===== config.mk =====
export PLATFORM = sky130hd
export DESIGN_NAME = control_unit_sequencer
export DESIGN_NICKNAME = d
export VERILOG_FILES = /design/src/rtl/cu_pkg.sv /design/src/rtl/control_unit_sequencer_seq_counter.sv /design/src/rtl/control_unit_sequencer.sv
export SDC_FILE = /design/constraint.sdc
export NUM_CORES = 1
export LEC_CHECK = 0
export CORE_UTILIZATION = 30
export CTS_BUF_LIST = sky130_fd_sc_hd__clkbuf_16
export DETAILED_ROUTE_END_ITERATION = 16
export MAX_ROUTING_LAYER = met4
export PLACE_DENSITY = 0.86
export SLEW_MARGIN = 10
export SYNTH_ARGS = -nofsm -noshare
export SYNTH_HDL_FRONTEND = slang
export SYNTH_SLANG_ARGS = --single-unit
export TNS_END_PERCENT = 1

===== constraint.sdc =====
create_clock -name Clock -period 2 [get_ports Clock]
set_input_delay 0.2 -clock Clock [delete_from_list [all_inputs] [get_ports Clock]]
set_output_delay 0.2 -clock Clock [all_outputs]
set_load 0.005 [all_outputs]

===== src/rtl/cu_pkg.sv =====
// Shared definitions for the control unit sequencer: opcodes, state
// encoding, select/function codes and the bundled control-word struct.
package cu_pkg;

    // Opcodes decoded from IROut[15:10]
    localparam logic [5:0] OP_BRA = 6'h00;
    localparam logic [5:0] OP_BNE = 6'h01;
    localparam logic [5:0] OP_BEQ = 6'h02;
    localparam logic [5:0] OP_ALU = 6'h03;
    localparam logic [5:0] OP_LDR = 6'h04;
    localparam logic [5:0] OP_STR = 6'h05;
    localparam logic [5:0] OP_HLT = 6'h3F;

    typedef enum logic [1:0] {
        FETCH_L = 2'd0,
        FETCH_H = 2'd1,
        EXEC    = 2'd2,
        HALT    = 2'd3
    } cu_state_t;

    // Address register file selects / functions
    localparam logic [1:0] ARF_D_PC     = 2'b00;
    localparam logic [1:0] ARF_D_AR     = 2'b10;
    localparam logic [4:0] ARF_REG_PC   = 5'b00001;
    localparam logic [4:0] ARF_REG_AR   = 5'b00100;
    localparam logic [1:0] ARF_FUN_INC  = 2'b01;
    localparam logic [1:0] ARF_FUN_LOAD = 2'b10;

    // Register file function and datapath mux codes
    localparam logic [2:0] RF_FUN_LOAD  = 3'b010;
    localparam logic [1:0] MUXA_ALU     = 2'b00;
    localparam logic [1:0] MUXA_MEM     = 2'b01;
    localparam logic [1:0] MUXB_IR      = 2'b01;

    typedef struct packed {
        logic [2:0] rf_out_a_sel;
        logic [2:0] rf_out_b_sel;
        logic [2:0] rf_fun_sel;
        logic [3:0] rf_reg_sel;
        logic [3:0] rf_scr_sel;
        logic [4:0] alu_fun_sel;
        logic       alu_wf;
        logic [1:0] arf_out_c_sel;
        logic [1:0] arf_out_d_sel;
        logic [1:0] arf_fun_sel;
        logic [4:0] arf_reg_sel;
        logic       ir_lh;
        logic       ir_write;
        logic       mem_wr;
        logic       mem_cs;
        logic [1:0] mux_a_sel;
        logic [1:0] mux_b_sel;
        logic [1:0] dr_fun_sel;
        logic       mux_c_sel;
        logic       mux_d_sel;
        logic       dr_e;
    } cu_ctrl_t;

    // Quiescent control word: nothing written, memory deselected
    function automatic cu_ctrl_t ctrl_idle();
        cu_ctrl_t c;
        c        = '0;
        c.mem_cs = 1'b1;
        return c;
    endfunction

    function automatic logic [3:0] rf_onehot(input logic [1:0] r);
        return 4'b0001 << r;
    endfunction

    function automatic logic op_defined(input logic [5:0] op);
        return (op <= OP_STR) || (op == OP_HLT);
    endfunction

endpackage


===== src/rtl/control_unit_sequencer_seq_counter.sv =====
// Step counter T: synchronous clear has priority over hold.
module seq_counter (
    input  logic       clk,
    input  logic       clr,
    input  logic       hold,
    output logic [2:0] count
);

    // Clear ends an instruction, hold freezes T while halted
    always_ff @(posedge clk) begin
        if (clr)
            count <= 3'd0;
        else if (!hold)
            count <= count + 3'd1;
    end

endmodule


===== src/rtl/control_unit_sequencer.sv =====
// Hardwired control unit sequencer: two-step fetch, then opcode decode in T2
// (LDR also uses T3). Optional macro CU_ILLEGAL_TRAP_EN makes undefined
// opcodes halt and raise Illegal; by default they execute as NOPs.
module control_unit_sequencer
    import cu_pkg::*;
(
    input  logic        Clock,
    input  logic        Reset,
    input  logic [15:0] IROut,
    input  logic [3:0]  ALUOutFlag,
    output logic [2:0]  RF_OutASel,
    output logic [2:0]  RF_OutBSel,
    output logic [2:0]  RF_FunSel,
    output logic [3:0]  RF_RegSel,
    output logic [3:0]  RF_ScrSel,
    output logic [4:0]  ALU_FunSel,
    output logic        ALU_WF,
    output logic [1:0]  ARF_OutCSel,
    output logic [1:0]  ARF_OutDSel,
    output logic [1:0]  ARF_FunSel,
    output logic [4:0]  ARF_RegSel,
    output logic        IR_LH,
    output logic        IR_Write,
    output logic        Mem_WR,
    output logic        Mem_CS,
    output logic [1:0]  MuxASel,
    output logic [1:0]  MuxBSel,
    output logic [1:0]  DR_FunSel,
    output logic        MuxCSel,
    output logic        MuxDSel,
    output logic        DR_E,
    output logic [2:0]  T,
    output logic        Halted
`ifdef CU_ILLEGAL_TRAP_EN
   ,output logic        Illegal
`endif
);

    cu_state_t  state;
    cu_ctrl_t   ctl;
    logic [5:0] op;
    logic       flag_z;
    logic       in_t2;
    logic       in_t3;
    logic       illegal_op;
    logic       enter_halt;
    logic       instr_done;
    logic       take_branch;
    logic       unused_flags;

    assign op           = IROut[15:10];
    assign flag_z       = ALUOutFlag[3];
    assign unused_flags = ^ALUOutFlag[2:0];
    assign in_t2        = (state == EXEC) && (T == 3'd2);
    assign in_t3        = (state == EXEC) && (T == 3'd3);

`ifdef CU_ILLEGAL_TRAP_EN
    assign illegal_op = in_t2 && !op_defined(op);
`else
    assign illegal_op = 1'b0;
`endif

    assign enter_halt  = (in_t2 && (op == OP_HLT)) || illegal_op;
    // Every opcode except LDR finishes in T2; LDR finishes in T3
    assign instr_done  = (in_t2 && !enter_halt && (op != OP_LDR)) || in_t3;
    // Z is looked at only here, so only its T2 value matters
    assign take_branch = (op == OP_BRA) ||
                         ((op == OP_BNE) && !flag_z) ||
                         ((op == OP_BEQ) &&  flag_z);

    seq_counter u_seq_counter (
        .clk   (Clock),
        .clr   (Reset | instr_done),
        .hold  ((state == HALT) | enter_halt),
        .count (T)
    );

    // Sequencer state plus the sticky halt/illegal status bits
    always_ff @(posedge Clock) begin
        if (Reset) begin
            state  <= FETCH_L;
            Halted <= 1'b0;
`ifdef CU_ILLEGAL_TRAP_EN
            Illegal <= 1'b0;
`endif
        end else begin
            case (state)
                FETCH_L: state <= FETCH_H;
                FETCH_H: state <= EXEC;
                EXEC: begin
                    if (enter_halt) begin
                        state  <= HALT;
                        Halted <= 1'b1;
                    end else if (instr_done) begin
                        state <= FETCH_L;
                    end
                end
                HALT:    state <= HALT;
                default: state <= FETCH_L;
            endcase
`ifdef CU_ILLEGAL_TRAP_EN
            if (illegal_op)
                Illegal <= 1'b1;
`endif
        end
    end

    // Control word decode; forced idle while Reset is held
    always_comb begin
        ctl = ctrl_idle();
        if (!Reset) begin
            case (state)
                FETCH_L, FETCH_H: begin
                    ctl.arf_out_d_sel = ARF_D_PC;
                    ctl.mem_cs        = 1'b0;
                    ctl.ir_write      = 1'b1;
                    ctl.ir_lh         = (state == FETCH_H);
                    ctl.arf_reg_sel   = ARF_REG_PC;
                    ctl.arf_fun_sel   = ARF_FUN_INC;
                end
                EXEC: begin
                    if (in_t2) begin
                        case (op)
                            OP_BRA, OP_BNE, OP_BEQ: begin
                                if (take_branch) begin
                                    ctl.mux_b_sel   = MUXB_IR;
                                    ctl.arf_fun_sel = ARF_FUN_LOAD;
                                    ctl.arf_reg_sel = ARF_REG_PC;
                                end
                            end
                            OP_ALU: begin
                                ctl.rf_out_a_sel = {1'b0, IROut[6:5]};
                                ctl.rf_out_b_sel = {1'b0, IROut[4:3]};
                                ctl.alu_fun_sel  = {2'b00, IROut[2:0]};
                                ctl.alu_wf       = IROut[9];
                                ctl.mux_a_sel    = MUXA_ALU;
                                ctl.rf_fun_sel   = RF_FUN_LOAD;
                                ctl.rf_reg_sel   = rf_onehot(IROut[8:7]);
                            end
                            OP_LDR: begin
                                ctl.arf_out_d_sel = ARF_D_AR;
                                ctl.mem_cs        = 1'b0;
                                ctl.mem_wr        = 1'b0;
                                ctl.mux_a_sel     = MUXA_MEM;
                                ctl.rf_fun_sel    = RF_FUN_LOAD;
                                ctl.rf_reg_sel    = rf_onehot(IROut[8:7]);
                            end
                            OP_STR: begin
                                ctl.arf_out_d_sel = ARF_D_AR;
                                ctl.rf_out_a_sel  = {1'b0, IROut[8:7]};
                                ctl.mux_c_sel     = 1'b0;
                                ctl.mem_cs        = 1'b0;
                                ctl.mem_wr        = 1'b1;
                            end
                            default: ;
                        endcase
                    end else if (in_t3) begin
                        ctl.arf_reg_sel = ARF_REG_AR;
                        ctl.arf_fun_sel = ARF_FUN_INC;
                    end
                end
                default: ;
            endcase
        end
    end

    assign RF_OutASel  = ctl.rf_out_a_sel;
    assign RF_OutBSel  = ctl.rf_out_b_sel;
    assign RF_FunSel   = ctl.rf_fun_sel;
    assign RF_RegSel   = ctl.rf_reg_sel;
    assign RF_ScrSel   = ctl.rf_scr_sel;
    assign ALU_FunSel  = ctl.alu_fun_sel;
    assign ALU_WF      = ctl.alu_wf;
    assign ARF_OutCSel = ctl.arf_out_c_sel;
    assign ARF_OutDSel = ctl.arf_out_d_sel;
    assign ARF_FunSel  = ctl.arf_fun_sel;
    assign ARF_RegSel  = ctl.arf_reg_sel;
    assign IR_LH       = ctl.ir_lh;
    assign IR_Write    = ctl.ir_write;
    assign Mem_WR      = ctl.mem_wr;
    assign Mem_CS      = ctl.mem_cs;
    assign MuxASel     = ctl.mux_a_sel;
    assign MuxBSel     = ctl.mux_b_sel;
    assign DR_FunSel   = ctl.dr_fun_sel;
    assign MuxCSel     = ctl.mux_c_sel;
    assign MuxDSel     = ctl.mux_d_sel;
    assign DR_E        = ctl.dr_e;

endmodule

==> results.sh <==
export IMPL_status="finished with violations"
export IMPL_worstPathRequired_ns=1.80
export IMPL_hold_path_depth=2
export IMPL_grt_max_degree=9
export IMPL_crit_path_max_incr_delay_ns=0.43
export IMPL_hold_class="flop to flop"
export IMPL_peakVddDrop_mv=0.6062
export IMPL_synth_area_top_cells="buf_4 24%, dfxtp_1 16%, and2_1 7.4%"
export IMPL_startpoint_type="flop"
export IMPL_cp_arrival_ns=1.94
export IMPL_diodes=0
export IMPL_synth_most_common_cell="buf_4"
export IMPL_drv_slew=0
export IMPL_path_buf_inv=3
export IMPL_critical_path_max_fanout=4
export IMPL_cts_root_buf="clkbuf_16"
export IMPL_pin_count=73
export IMPL_finalClockSkew_ns=0.005652
export IMPL_final_setup_tns_ns=-0.8522
export IMPL_wl_mm=2.410
export IMPL_dr_total_vias=875
export IMPL_fin_nets=196
export IMPL_fin_util=0.6062
export IMPL_p_leak_nw=0.6625
export IMPL_start_util=0.3317
export IMPL_netlist_instances=96
export IMPL_drive_gt1_frac=0.3964
export IMPL_critPathLaunch="u_seq_counter.count[0]$_SDFFE_PP0N_"
export IMPL_syn_area_um2=762.0
export IMPL_crit_path_end_kind="output port"
export IMPL_power_density_nw_per_um2=602.6
export IMPL_first_pass_iters=3
export IMPL_period_needed_ns=2.139
export IMPL_synth_ff_type="dfxtp_1"
export IMPL_post_layout_nonfiller_instances=197
export IMPL_synth_edf_count=0
export IMPL_critPathCapture="RF_OutASel[1]"
export IMPL_htreeDepth=1
export IMPL_path_cells="inv_2 > ha_4 > nand4bb_4 > or3_4 > nor3b_4 > buf_4 > a32o_1 > buf_2"
export IMPL_setup_violations=12
export IMPL_clk_pin_slew_ns=0.04
export IMPL_vias_per_cell=4.442
export IMPL_ant_nets=0
export IMPL_min_period_over_period=1.069
export IMPL_die_x_um=52.40
export IMPL_final_hold_violation_count=0
export IMPL_antenna_found_initial=0
export IMPL_holdBufCountCts=0
export IMPL_die_h_um=52.40
export IMPL_grt_pass1_vias=768
export IMPL_grt_usage=0.1818
export IMPL_cts_tree="yes"
export IMPL_hp_start="Halted$_SDFFE_PP0P_"
export IMPL_violations="negative setup slack"
export IMPL_path_delay_family="simple AND/OR/NAND/NOR gates"
export IMPL_critPathKind="flop to output port"
export IMPL_synthDominantCellAreaShare=0.2365
export IMPL_ys_seq_area_frac=0.1576
export IMPL_grt_setup_unrepaired="true"
export IMPL_clk_path_buf_depth=2
export IMPL_finalPower_uw=839.2
export IMPL_synth_avg_cell_area_um2=7.937
export IMPL_num_rows=17
export IMPL_crit_slowest_cell="or3_4"
export IMPL_max_cap_viol_count=0
export IMPL_r2r_end="u_seq_counter.count[2]$_SDFFE_PP0N_"
export IMPL_grt_pass1_wl_mm=3.470
export IMPL_dpl_cell_count=185
export IMPL_setup_slack_ns=-0.1385
export IMPL_areaGrowthSynthToFinish_pct=82.76
export IMPL_hpwl_mm=1.722
export IMPL_crit_cells=8
export IMPL_drt_iter0_markers=20
export IMPL_cts_sinks=6
export IMPL_synth_cell_types=28
export IMPL_ys_ff_latch=6
export IMPL_synthTopCellsByCount="24 x buf_4, 9 x and2_1, 8 x nor2_1"
export IMPL_r2r_cells=8
export IMPL_core_area_um2=2297
export IMPL_max_freq_ghz=0.4676
export IMPL_reg2reg_setup_slack_ns=0.32
export IMPL_wl_per_cell_um=12.23
export IMPL_clkLatencyLatePin_ns=0.23
export IMPL_grt_overflow=0
export IMPL_ys_warn_count=0
export IMPL_place_gp_congestion=0.7445
export IMPL_drc=0
export IMPL_async_flop_share=0
export IMPL_cts_buffers=3
export IMPL_synth_top_area_cell="buf_4"
export IMPL_die_area_um2=2745
export IMPL_rr_startpoint="u_seq_counter.count[0]$_SDFFE_PP0N_"
export IMPL_fillers=211
export IMPL_io_buffers=46
## cell type report
class / instances / area, um2 / share of cell area
repair buffers: 72 / 579.3 / 0.4160
multi-input cells: 84 / 565.5 / 0.4061
flip-flops and latches: 6 / 122.6 / 0.08805
clock buffers: 3 / 75.07 / 0.05391
well taps: 28 / 35.03 / 0.02516
inverters: 4 / 15.01 / 0.01078
## cell families after synthesis
kind of cell               synth area share
buffers and inverters                0.2561
and+or+nand+nor                      0.3744
xor gates and xnor gates            0.01150
adders and majority gates           0.04927
other                              0.004921
AOI/OAI and AO/OA                    0.1461
DFF                                  0.1576
## flip-flops by register name, summed over array words and instances (netlist names)
signal / count
Halted: 1
u_seq_counter.count: 3
state: 2
## report_power, final
| part | total [mW] | switching, mW | internal (mW) |
|---|---|---|---|
| sequential | 0.171 | 0.0221 | 0.149 |
| combinational | 0.336 | 0.138 | 0.198 |
| clock | 0.332 | 0.0749 | 0.257 |
| total | 0.839 | 0.235 | 0.604 |
## layout by cell type (no fill, tap or decap), drive strengths merged
cell,netlist,routed
a2111oi,1,1
a211oi,1,1
a21o,1,1
a21oi,5,5
a32o,2,2
and2,9,9
and3,2,2
buf,24,42
clkbuf,0,4
clkdlybuf4s15,0,4
clkdlybuf4s50,0,22
conb,1,23
dfxtp,6,6
dlygate4sd2,0,3
ha,3,3
inv,4,4
nand2,4,4
nand4bb,1,1
nor2,8,8
nor2b,3,3
nor3,3,3
nor3b,3,3
nor4,1,1
o21ai,3,3
o21bai,1,1
or2,3,3
or3,5,5
or3b,1,1
xnor2,1,1
## per-stage QoR
step	hold WS, ns	setup WS [ns]	instance area, um2
after global routing	0.5217	-0.2218	1393
after floorplan	0.2724	0.1383	844.6
after detailed placement	0.4770	-0.6495	1287
after CTS	0.4991	-0.1401	1360
final	0.4903	-0.1385	1393
after global placement	0.4592	-0.5985	1287
## worst min-delay path by stage
stage                               end  slack (ns)
floorplan           Halted$_SDFFE_PP0P_        0.27
global placement    Halted$_SDFFE_PP0P_        0.46
detailed placement  Halted$_SDFFE_PP0P_        0.48
CTS                 Halted$_SDFFE_PP0P_        0.50
global route        Halted$_SDFFE_PP0P_        0.52
finish              Halted$_SDFFE_PP0P_        0.49
## worst min-delay path, delay by kind of cell (launching register included)
| kind | cells | cell delay [ns] |
|---|---|---|
| flip-flops | 1 | 0.32 |
| AND/OR/NAND/NOR | 2 | 0.13 |
## routing by layer
| metal | part of all wire | global-route usage |
|---|---|---|
| met1 | 0.36 | 0.1738 |
| met2 | 0.53 | 0.3418 |
| met3 | 0.10 | 0.04348 |
| met4 | 0.0062 | 0.07895 |
| met5 | 0 | - |
## what timing repair did
item                                    CTS  global route
resized for setup                        78            13
endpoints found under the setup margin   21            23
cloned                                    0             0
pin swaps                                 8             4
setup buffers                             8             1
No activity file was read; power rests on OpenSTA's default activity.
